`src/rtl/syn_array_seq_if.sv`:
```
// Control bundle between the layer controller, the synapse-array sequencer and the array.
// master = controller/array side, slave = sequencer.
interface syn_array_seq_if #(
   parameter int ROWS   = 8,
   parameter int CLMS   = 8,
   parameter int ADDR_W = 8,
   parameter int CFG_W  = 16,
   parameter int STEP_W = 8
);
   logic              start;
   logic              abort;
   logic [STEP_W-1:0] n_steps;
   logic [ADDR_W-1:0] rd_base;
   logic [ADDR_W-1:0] wr_base;
   logic [CFG_W-1:0]  cfg_word;
   logic              busy;
   logic              done;
   logic [CFG_W-1:0]  cfgdat;
   logic [ROWS-1:0]   row_en;
   logic [CLMS-1:0]   clm_en;
   logic [ROWS-1:0]   row_rd;
   logic [CLMS-1:0]   clm_rd;
   logic              rtm_en;
   logic [ADDR_W-1:0] r_addr;
   logic [ADDR_W-1:0] w_addr;

   modport master (
      output start, abort, n_steps, rd_base, wr_base, cfg_word,
      input  busy, done, cfgdat, row_en, clm_en, row_rd, clm_rd, rtm_en, r_addr, w_addr
   );

   modport slave (
      input  start, abort, n_steps, rd_base, wr_base, cfg_word,
      output busy, done, cfgdat, row_en, clm_en, row_rd, clm_rd, rtm_en, r_addr, w_addr
   );
endinterface

```
`src/rtl/syn_array_seq.sv`:
```
// Layer sequencer for a ROWS x CLMS synapse grid: config broadcast, skewed MAC wavefront,
// then row-by-row write-back. All outputs are registered from the next-state values.
module syn_array_seq #(
   parameter int ROWS   = 8,
   parameter int CLMS   = 8,
   parameter int ADDR_W = 8,
   parameter int CFG_W  = 16,
   parameter int STEP_W = 8
) (
   input  logic clk,
   input  logic rst,
   syn_array_seq_if.slave bus
);

   localparam int MAXD  = (ROWS > CLMS) ? ROWS : CLMS;
   localparam int CNT_W = STEP_W + 2 + $clog2(MAXD);

   localparam logic [2:0] IDLE = 3'd0;
   localparam logic [2:0] LOAD = 3'd1;
   localparam logic [2:0] RUN  = 3'd2;
   localparam logic [2:0] WB   = 3'd3;
   localparam logic [2:0] DONE = 3'd4;

   logic [2:0]        state, state_d;
   logic [CNT_W-1:0]  cnt, cnt_d, run_last;
   logic [STEP_W-1:0] n_q, n_d;
   logic [ADDR_W-1:0] rd_q, rd_d, wr_q, wr_d;
   logic [CFG_W-1:0]  cfg_q, cfg_d;

   logic              busy_q, busy_d, done_q, done_d, rtm_en_q, rtm_en_d;
   logic [CFG_W-1:0]  cfgdat_q, cfgdat_d;
   logic [ROWS-1:0]   row_en_q, row_en_d, row_rd_q, row_rd_d;
   logic [CLMS-1:0]   clm_en_q, clm_en_d, clm_rd_q, clm_rd_d;
   logic [ADDR_W-1:0] r_addr_q, r_addr_d, w_addr_q, w_addr_d;

   // Last RUN step index: n_steps + max(ROWS,CLMS) - 2 (n_steps is never 0 in RUN).
   assign run_last = CNT_W'(n_q) + CNT_W'(MAXD) - CNT_W'(2);

   always_comb begin
      state_d = state;
      cnt_d   = cnt;
      n_d     = n_q;
      rd_d    = rd_q;
      wr_d    = wr_q;
      cfg_d   = cfg_q;
      if (bus.abort) begin
         state_d = IDLE;
         cnt_d   = '0;
      end else begin
         case (state)
            IDLE: if (bus.start) begin
               n_d     = bus.n_steps;
               rd_d    = bus.rd_base;
               wr_d    = bus.wr_base;
               cfg_d   = bus.cfg_word;
               cnt_d   = '0;
               state_d = (bus.n_steps == '0) ? DONE : LOAD;
            end
            LOAD: begin
               state_d = RUN;
               cnt_d   = '0;
            end
            RUN: if (cnt == run_last) begin
               state_d = WB;
               cnt_d   = '0;
            end else begin
               cnt_d = cnt + CNT_W'(1);
            end
            WB: if (cnt == CNT_W'(ROWS - 1)) begin
               state_d = DONE;
               cnt_d   = '0;
            end else begin
               cnt_d = cnt + CNT_W'(1);
            end
            DONE:    state_d = IDLE;
            default: state_d = IDLE;
         endcase
      end
   end

   // Output values are decoded from the state/counter about to be entered.
   always_comb begin
      busy_d   = (state_d != IDLE);
      done_d   = (state_d == DONE);
      cfgdat_d = '0;
      row_en_d = '0;
      clm_en_d = '0;
      row_rd_d = '0;
      clm_rd_d = '0;
      rtm_en_d = 1'b0;
      r_addr_d = r_addr_q;
      w_addr_d = w_addr_q;
      case (state_d)
         LOAD: begin
            cfgdat_d = cfg_d;
            r_addr_d = rd_d;
         end
         RUN: begin
            cfgdat_d = cfg_d;
            for (int unsigned i = 0; i < ROWS; i++)
               row_en_d[i] = (cnt_d >= CNT_W'(i)) && (cnt_d < CNT_W'(i) + CNT_W'(n_d));
            for (int unsigned j = 0; j < CLMS; j++)
               clm_en_d[j] = (cnt_d >= CNT_W'(j)) && (cnt_d < CNT_W'(j) + CNT_W'(n_d));
            r_addr_d = rd_d + ADDR_W'(cnt_d);
         end
         WB: begin
            cfgdat_d            = cfg_d;
            cfgdat_d[CFG_W-1]   = 1'b0;
            row_rd_d            = ROWS'(1) << cnt_d;
            clm_rd_d            = '1;
            rtm_en_d            = 1'b1;
            w_addr_d            = wr_d + ADDR_W'(cnt_d);
         end
         DONE: begin
            // Config stays visible through DONE, but with exe_en cleared.
            cfgdat_d          = cfg_d;
            cfgdat_d[CFG_W-1] = 1'b0;
         end
         default: ;
      endcase
   end

   always_ff @(posedge clk) begin
      if (rst) begin
         state    <= IDLE;
         cnt      <= '0;
         n_q      <= '0;
         rd_q     <= '0;
         wr_q     <= '0;
         cfg_q    <= '0;
         busy_q   <= 1'b0;
         done_q   <= 1'b0;
         cfgdat_q <= '0;
         row_en_q <= '0;
         clm_en_q <= '0;
         row_rd_q <= '0;
         clm_rd_q <= '0;
         rtm_en_q <= 1'b0;
         r_addr_q <= '0;
         w_addr_q <= '0;
      end else begin
         state    <= state_d;
         cnt      <= cnt_d;
         n_q      <= n_d;
         rd_q     <= rd_d;
         wr_q     <= wr_d;
         cfg_q    <= cfg_d;
         busy_q   <= busy_d;
         done_q   <= done_d;
         cfgdat_q <= cfgdat_d;
         row_en_q <= row_en_d;
         clm_en_q <= clm_en_d;
         row_rd_q <= row_rd_d;
         clm_rd_q <= clm_rd_d;
         rtm_en_q <= rtm_en_d;
         r_addr_q <= r_addr_d;
         w_addr_q <= w_addr_d;
      end
   end

   assign bus.busy   = busy_q;
   assign bus.done   = done_q;
   assign bus.cfgdat = cfgdat_q;
   assign bus.row_en = row_en_q;
   assign bus.clm_en = clm_en_q;
   assign bus.row_rd = row_rd_q;
   assign bus.clm_rd = clm_rd_q;
   assign bus.rtm_en = rtm_en_q;
   assign bus.r_addr = r_addr_q;
   assign bus.w_addr = w_addr_q;

endmodule
```
`src/flat_wrapper.sv`:
```
// flat-port wrapper written by rule: the top's interface ports become plain ports
module syn_array_seq_flat 
#(
   parameter int ROWS   = 8,
   parameter int CLMS   = 8,
   parameter int ADDR_W = 8,
   parameter int CFG_W  = 16,
   parameter int STEP_W = 8
)
  (clk, rst, bus_start, bus_abort, bus_n_steps, bus_rd_base, bus_wr_base, bus_cfg_word, bus_busy, bus_done, bus_cfgdat, bus_row_en, bus_clm_en, bus_row_rd, bus_clm_rd, bus_rtm_en, bus_r_addr, bus_w_addr);
  syn_array_seq_if #(.ROWS(ROWS), .CLMS(CLMS), .ADDR_W(ADDR_W), .CFG_W(CFG_W), .STEP_W(STEP_W)) bus_i ();
  input  logic clk;
  input  logic rst;
  input wire logic [$bits(bus_i.start)-1:0] bus_start;
  input wire logic [$bits(bus_i.abort)-1:0] bus_abort;
  input wire logic [$bits(bus_i.n_steps)-1:0] bus_n_steps;
  input wire logic [$bits(bus_i.rd_base)-1:0] bus_rd_base;
  input wire logic [$bits(bus_i.wr_base)-1:0] bus_wr_base;
  input wire logic [$bits(bus_i.cfg_word)-1:0] bus_cfg_word;
  output wire logic [$bits(bus_i.busy)-1:0] bus_busy;
  output wire logic [$bits(bus_i.done)-1:0] bus_done;
  output wire logic [$bits(bus_i.cfgdat)-1:0] bus_cfgdat;
  output wire logic [$bits(bus_i.row_en)-1:0] bus_row_en;
  output wire logic [$bits(bus_i.clm_en)-1:0] bus_clm_en;
  output wire logic [$bits(bus_i.row_rd)-1:0] bus_row_rd;
  output wire logic [$bits(bus_i.clm_rd)-1:0] bus_clm_rd;
  output wire logic [$bits(bus_i.rtm_en)-1:0] bus_rtm_en;
  output wire logic [$bits(bus_i.r_addr)-1:0] bus_r_addr;
  output wire logic [$bits(bus_i.w_addr)-1:0] bus_w_addr;
  assign bus_i.start = bus_start;
  assign bus_i.abort = bus_abort;
  assign bus_i.n_steps = bus_n_steps;
  assign bus_i.rd_base = bus_rd_base;
  assign bus_i.wr_base = bus_wr_base;
  assign bus_i.cfg_word = bus_cfg_word;
  assign bus_busy = bus_i.busy;
  assign bus_done = bus_i.done;
  assign bus_cfgdat = bus_i.cfgdat;
  assign bus_row_en = bus_i.row_en;
  assign bus_clm_en = bus_i.clm_en;
  assign bus_row_rd = bus_i.row_rd;
  assign bus_clm_rd = bus_i.clm_rd;
  assign bus_rtm_en = bus_i.rtm_en;
  assign bus_r_addr = bus_i.r_addr;
  assign bus_w_addr = bus_i.w_addr;
  syn_array_seq #(.ROWS(ROWS), .CLMS(CLMS), .ADDR_W(ADDR_W), .CFG_W(CFG_W), .STEP_W(STEP_W)) u_core (.clk(clk), .rst(rst), .bus(bus_i));
endmodule
```
`config.mk`:
```
export PLATFORM = sky130hd
export DESIGN_NAME = syn_array_seq_flat
export DESIGN_NICKNAME = d
export VERILOG_FILES = /design/src/rtl/syn_array_seq_if.sv /design/src/rtl/syn_array_seq.sv /design/src/flat_wrapper.sv
export SDC_FILE = /design/constraint.sdc
export NUM_CORES = 1
export LEC_CHECK = 0
export CAP_MARGIN = 0
export CORE_MARGIN = 4
export CORE_UTILIZATION = 45
export DETAILED_ROUTE_END_ITERATION = 16
export PLACE_DENSITY_LB_ADDON = 0.3
export SYNTH_ARGS = -nofsm -noshare
export SYNTH_HDL_FRONTEND = slang
export SYNTH_SLANG_ARGS = --single-unit
```
`constraint.sdc`:
```
create_clock -name clk -period 11.7 [get_ports clk]
set_input_delay 1.17 -clock clk [delete_from_list [all_inputs] [get_ports clk]]
set_output_delay 1.17 -clock clk [all_outputs]
set_load 0.02 [all_outputs]
```
==> qor.csv, run 1 <==
stage,metric,value,unit
yosys,Area contributors post-synth,"dfxtp_1 (29%), ha_1 (11%), nor2_1 (5.8%)",
floorplanning,Die W,136,microns
worst_setup_path,most frequent CP cell,ha_1,
place,Post-DP HPWL,14800,microns
sta,"Setup violations, final",0,
cts,Clock transition at path regs,0.08,ns
floorplanning,Core ar.,0.0159,sq mm
final_layout,ant diodes,0,
yosys,number of synthesized flops with an enable pin,0,
cts,setup bufs post-CTS,0,
power_and_ir_drop,power density cells,97.8,mW/mm^2
cts,worst-skew pair later-pin latency,0.36,ns
cts,Sink Count,107,
worst_setup_path,crit path capture type,flop,
route,via count,6485,
worst_setup_path,crit path cell chain,"clkdlybuf4s50_1, nor2_1, nand3_2, mux2i_2, inv_1, ha_1, a21oi_1, xnor2_1, ha_1, o21ai_0, a2111oi_0, a211o_1, o2111ai_1, and4_1",
yosys,post-synthesis sequential area ratio,0.293,
worst_setup_path,FF-to-FF setup slack,7.07,ns
cts,Root Buffer,clkbuf_16,
route,WL final,19900,microns
grt,total gr overflow,0,
worst_setup_path,Worst path top cell family by delay,buffers and inverters,
grt,antenna violations before repair,0,
power_and_ir_drop,Static Leak,0.00373,uW
floorplanning,Die H,136,microns
place,Post-DP Area,0.00849,sq mm
yosys,"Top FF cell, synth",dfxtp_1,
sta,Tcrit/Tclk final,0.453,
yosys,synthesized area per cell,8.47,sq um
cts,TritonCTS buffer count,9,
worst_setup_path,CP required,11.96,ns
floorplanning,# IOs,111,
min_path,worst hold path class,flop to flop,
sta,Max Freq,189,MHz
grt,GRT Overall Usage,0.219,
final_layout,flip-flop and latch area,0.00214,sq mm
route,post-route ant nets,0,
worst_setup_path,Critical Path AT,5.56,ns
final_layout,share of post-route cells with drive strength above 1,0.0858,
worst_setup_path,slowest cell delay on critical path,0.76,ns
route,Pre-antenna DRT Iters,5,
yosys,Post-Synthesis Cells,864,
final_layout,area grow syn2layout,20.4,%
final_layout,"Net count, final",1047,
cts,post-CTS sizing,0,
sta,Setup Skew,0.0126,ns
floorplanning,die footprint,0.0184,sq mm
power_and_ir_drop,Pwr Total,862,uW
sta,Slew HR,0.391,
final_layout,multi-input combinational cell area,0.00479,sq mm
sta,Final min period,5.29,ns
yosys,Syn Std Cell Area,0.00732,sq mm
worst_setup_path,Buf/Inv on CP,2,
cts,H-tree levels,3,
yosys,post-synth top area share,0.293,
cts,Post-CTS Hold Buffers,0,
yosys,"Distinct cells, synth",88,
floorplanning,num rows,46,
yosys,register bit total from synthesis,107,
grt,pin count of the biggest net entering global routing,92,
sta,max-slew violation count,0,
route,Avg Vias per Cell,5.59,
final_layout,fillcell total,1506,
job,max_cap viols,0,
sta,TNS Setup,0,ns
final_layout,design area,0.00882,sq mm
power_and_ir_drop,VDD IR-drop max,0.0734,mV
run_status,status,completed,
yosys,post-synth top area cell,dfxtp_1,
sta,final hold vios,0,
sta,worst-margin pin slew,0.914,ns
sta,RSZ-0062 raised after global routing,no,
worst_setup_path,kind of critical path,input port to flop,
worst_setup_path,"Max FO, Critical Path",19,
floorplanning,Initial Utilization,0.459,
route,DRT iter0 DRCs,520,
yosys,synthesis warning total,0,
cts,TritonCTS clock tree,built,
route,DRC viols,0,
place,IO Port Bufs,110,
grt,first-pass GRT wire length,32200,microns
grt,vias in the first global route,6265,
yosys,Synthesized Nets,972,
yosys,"FFs w/ async S/R, synth",0,
worst_setup_path,Startpoint Class,input port,
worst_setup_path,CP max stage cell,clkdlybuf4s50_1,
route,Routed WL per cell,17.2,microns
cts,CTS Buffer Depth,2,
place,RePlAce Congestion,0.933,
==> layer usage <==
metal	routed length (microns)	vias up	track usage
met5	0	-	0
met4	422	0	0.0677
met3	1010	34	0.0475
met2	9360	179	0.355
met1	9140	3044	0.293
li1	-	3228	-
==> cell type report <==
class,count,share of cell area
inverters,28,0.0119
repair buffers,122,0.135
well taps,216,0.0307
multi-input cells,671,0.543
clock buffers,10,0.0271
clock inverters,6,0.00937
flip-flops and latches,107,0.243
==> kinds of logic (layout without fill, tap and decap cells) <==
kind of cell,Yosys count,after routing,synth area share
compound gates,171,171,0.177
flops,107,107,0.293
xor+xnor,63,63,0.0801
buf+inv,86,166,0.0538
mux,48,48,0.0677
simple gates,320,320,0.212
fa+ha+maj,69,69,0.117
==> synth_stat cells, types with 4 or more instances <==
| cell | n |
|---|---|
| and2_1 | 5 |
| buf_4 | 16 |
| nor3_1 | 29 |
| nand2_1 | 62 |
| mux2i_1 | 38 |
| nand2b_1 | 8 |
| nand4_1 | 7 |
| inv_1 | 23 |
| o2111a_1 | 5 |
| buf_2 | 9 |
| o21a_1 | 5 |
| nand3_1 | 27 |
| xnor2_1 | 38 |
| o211ai_1 | 8 |
| o21ai_1 | 4 |
| ha_1 | 64 |
| xor2_1 | 22 |
| nor2_1 | 114 |
| a21oi_1 | 47 |
| a2111oi_0 | 5 |
| inv_2 | 5 |
| or2_2 | 6 |
| clkbuf_1 | 30 |
| o21ai_0 | 23 |
| nor2b_1 | 12 |
| dfxtp_1 | 107 |
| or3_1 | 9 |
| a211oi_1 | 6 |
| a31oi_1 | 4 |
| a21o_1 | 12 |
| and3_1 | 11 |
| nor4_1 | 7 |
| mux2_2 | 9 |
| o31ai_1 | 6 |
==> final timing paths <==
| check | endpoint | cells past startpoint | from |
|---|---|---|---|
| hold reg to reg | u_core.bus.w_addr[4] | 2 | u_core.bus.w_addr[4] |
| setup reg to reg | u_core.bus.row_en[7] | 17 | u_core.n_q[3] |
| hold / removal | u_core.bus.w_addr[4] | 2 | u_core.bus.w_addr[4] |
| setup / recovery | u_core.bus.row_en[7] | 14 | bus_abort |
==> state kept, by name (all words and copies together) (netlist names), 3 cells and up <==
register and cells:
u_core.bus.cfgdat 16, u_core.bus.r_addr 8, u_core.bus.row_en 8, u_core.bus.row_rd 8
u_core.bus.w_addr 8, u_core.cfg_q 16, u_core.cnt 13, u_core.n_q 8
u_core.rd_q 8, u_core.state 3, u_core.wr_q 8
==> layout by cell type (no fill, tap or decap), drive strengths merged, types with 11 or more instances in the layout <==
master / count
dfxtp: 107
xor2: 23
inv: 30
nor2b: 12
nand3: 27
nor3: 30
o21ai: 30
buf: 13
nor2: 115
clkdlybuf4s50: 109
ha: 64
a21o: 12
nand2: 62
mux2i: 39
and3: 11
a21oi: 49
xnor2: 38
==> stage by stage <==
step | setup slack, ns | instances | utilization | hold slack [ns]
2_1_floorplan | 6.96 | 864 | - | 0.459
3_3_place_gp | 6.23 | 1144 | 0.533 | 0.460
3_5_place_dp | 6.14 | 1144 | 0.533 | 0.461
4_1_cts | 6.51 | 1160 | 0.553 | 0.472
5_1_grt | 6.00 | 1160 | 0.553 | 0.503
6_report | 6.41 | 1160 | 0.553 | 0.471
==> worst reg2reg max path, cell delays in order (launching register included) <==
cell and delay [ns]:
dfxtp_1 0.49, ha_1 0.31, xor2_2 0.13, or2_1 0.27, or4_4 0.52, o211ai_2 0.22, o211ai_2 0.23, a21oi_4 0.35
o21ai_0 0.14, a21oi_1 0.23, nor2_1 0.12, buf_4 0.25, ha_1 0.33, o21ai_0 0.10, a2111oi_0 0.39, a211o_1 0.15
o2111ai_1 0.10, and4_1 0.21
==> where the power goes <==
group | switching, uW | leakage (uW) | internal, uW
sequential | 5.63 | 0.000869 | 375
combinational | 84.7 | 0.00270 | 67.4
clock | 153 | 0.000154 | 177
total | 243 | 0.00373 | 619
Note: power is estimated with default switching activity, not from simulation.
==> inputs of run 2 (changes only) <==
Clock period 11.7 ns to 5.35 ns, I/O delays scaled along.
==> run 2 against run 1 <==
Effect of this change: setup slack worse by 5.6 ns; critical path depth is 3 higher; clock skew fell by 0.0026 ns; power is 120% higher; sequential power grew 120%; core utilization grew 0.16 points; critical path type is now flop to flop; critical endpoint unchanged; largest cell class unchanged; highest routed layer unchanged.
==> qor.csv, run 2 (synthesis results as in run 1) <==
stage,metric,value,unit,change
sta,max-slew violation count,0,,unchanged
final_layout,Layout Cells excl Fill,1165,,+0.43%
sta,Max Freq,222,MHz,
worst_setup_path,Startpoint Class,flop,,
final_layout,fillcell total,1462,,-2.9%
cts,H-tree levels,3,,unchanged
cts,TritonCTS buffer count,9,,unchanged
grt,GRT Overall Usage,0.223,,+0.00400
place,pre-CTS WS,0.846,ns,-5.29 ns
grt,antenna violations before repair,0,,unchanged
power_and_ir_drop,VDD IR-drop max,0.157,mV,+110%
final_layout,share of post-route cells with drive strength above 1,0.0906,,+0.00482
floorplanning,# IOs,111,,unchanged
final_layout,ant diodes,0,,unchanged
floorplanning,Die W,136,microns,unchanged
sta,final hold vios,0,,unchanged
route,DRT iter0 DRCs,571,,+9.8%
power_and_ir_drop,Psw,525,uW,+120%
cts,Root Buffer,clkbuf_16,,
floorplanning,die footprint,0.0184,sq mm,unchanged
worst_setup_path,FF-to-FF path depth,17,,unchanged
power_and_ir_drop,Internal Power,1350,uW,+120%
floorplanning,num rows,46,,unchanged
grt,vias in the first global route,6389,,+2.0%
cts,Clock transition at path regs,0.08,ns,about the same
route,Pre-antenna DRT Iters,5,,unchanged
worst_setup_path,"Max FO, Critical Path",9,,-10
power_and_ir_drop,Logic pwr share,0.178,,+0.002
place,placed cells,1149,,+0.44%
sta,Final min period,4.50,ns,
power_and_ir_drop,power density cells,212,mW/mm^2,+120%
run_status,status,completed,,
worst_setup_path,FF-to-FF setup slack,0.85,ns,-6.22 ns
cts,Post-CTS Hold Buffers,0,,unchanged
power_and_ir_drop,Net Sw Frac,0.280,,-0.00201
worst_setup_path,crit path capture type,flop,,
cts,setup bufs post-CTS,0,,unchanged
worst_setup_path,CP required,5.61,ns,-6.35 ns
cts,TritonCTS clock tree,built,,
power_and_ir_drop,clock share of power,0.378,,-0.004
job,max_cap viols,0,,unchanged
route,WL final,20300,microns,+1.7%
route,Avg Vias per Cell,5.65,,+1.1%
final_layout,area grow syn2layout,20.7,%,
power_and_ir_drop,Pwr Total,1880,uW,+120%
sta,worst-margin pin slew,1.19,ns,+0.280 ns
grt,pin count of the biggest net entering global routing,91,,-1.1%
cts,Sink Count,107,,unchanged
route,via count,6582,,+1.5%
floorplanning,Die H,136,microns,unchanged
sta,RSZ-0062 raised after global routing,no,,
sta,"Setup violations, final",0,,unchanged
floorplanning,Core ar.,0.0159,sq mm,unchanged
cts,CTS Buffer Depth,2,,unchanged
final_layout,"most common cell after layout, fill and taps aside",nor2_1,,
route,DRC viols,0,,unchanged
floorplanning,Initial Utilization,0.459,,unchanged
grt,first-pass GRT wire length,33200,microns,+3.0%
route,Routed WL per cell,17.4,microns,+1.3%
sta,Setup Skew,0.00996,ns,-0.00262 ns
final_layout,"Net count, final",1052,,+0.48%
sta,hold_ws,0.469,ns,-0.00187 ns
cts,post-CTS sizing,0,,unchanged
power_and_ir_drop,Static Leak,0.00375,uW,+0.68%
min_path,hold-critical path depth,2,,unchanged
place,Post-DP HPWL,15100,microns,+1.6%
grt,total gr overflow,0,,unchanged
cts,worst-skew pair later-pin latency,0.36,ns,about the same
worst_setup_path,kind of critical path,flop to flop,,
sta,worst setup margin,0.853,ns,-5.55 ns
power_and_ir_drop,Reg power frac,0.444,,+0.003
final_layout,most frequent cells in the layout,"nor2_1 (114), clkdlybuf4s50_1 (109), dfxtp_1 (107), ha_1 (64), nand2_1 (62)",,
sta,Slew HR,0.182,,-0.209
min_path,worst hold path class,flop to flop,,
place,RePlAce Congestion,0.954,,+2.2%
sta,Tcrit/Tclk final,0.841,,
route,post-route ant nets,0,,unchanged
worst_setup_path,Critical Path AT,4.76,ns,-0.80 ns
sta,TNS Setup,0,ns,unchanged
place,IO Port Bufs,110,,unchanged
## run 2: changes by cell type in the layout (fill, tap and decap cells not counted), sizes merged
cell / before / now
buf: 13 / 18
clkinvlp: 1 / 0
inv: 30 / 31
## run 2: through the flow
step           cell area, sq um   util
5_1_grt                    8840  0.555
3_3_place_gp               8530  0.535
3_5_place_dp               8530  0.535
4_1_cts                    8840  0.555
6_report                   8840  0.555
2_1_floorplan              7320      -
## run 2: power by group through the flow
| stage | combinational (uW) | clock [uW] | sequential, uW |
|---|---|---|---|
| 3_5_place_dp | 331 | 0 | 851 |
| 4_1_cts | 334 | 718 | 832 |
| 3_3_place_gp | 328 | 0 | 850 |
| 6_report | 335 | 709 | 832 |
| 5_1_grt | 369 | 753 | 835 |
| 2_1_floorplan | 217 | 0 | 858 |
## run 2: path summary, 6_finish.rpt
check / to / startpoint
worst max-delay path: u_core.bus.row_en[7] / u_core.n_q[3]
worst min-delay path: u_core.bus.w_addr[4] / u_core.bus.w_addr[4]
worst max register to register: u_core.bus.row_en[7] / u_core.n_q[3]
worst min register to register: u_core.bus.w_addr[4] / u_core.bus.w_addr[4]
## run 2: layout make-up
class | count | area (sq um) | share of cell area
Inverter | 28 | 105 | 0.0119
Tap cell | 216 | 270 | 0.0306
Timing Repair Buffer | 127 | 1220 | 0.138
Multi-Input combinational cell | 671 | 4790 | 0.542
Sequential cell | 107 | 2140 | 0.242
Clock inverter | 6 | 70.1 | 0.00793
Clock buffer | 10 | 239 | 0.0270
## run 2: metal layers
layer	vias up	global-route usage	wire [microns]
li1	3233	-	-
met1	3086	0.297	8980
met2	204	0.355	9330
met3	59	0.0479	1320
met4	0	0.0851	643
met5	-	0	0
## run 2: critical path: stages, from the launching register on
cell	delay (ns)
dfxtp_1	0.47
ha_1	0.30
xor2_2	0.12
or2_1	0.27
or4_4	0.51
o211ai_2	0.22
o211ai_2	0.19
a21oi_4	0.30
o21ai_0	0.13
a21oi_1	0.22
nor2_1	0.15
buf_4	0.21
ha_1	0.32
o21ai_0	0.11
a2111oi_0	0.37
a211o_1	0.16
o2111ai_1	0.12
and4_1	0.21
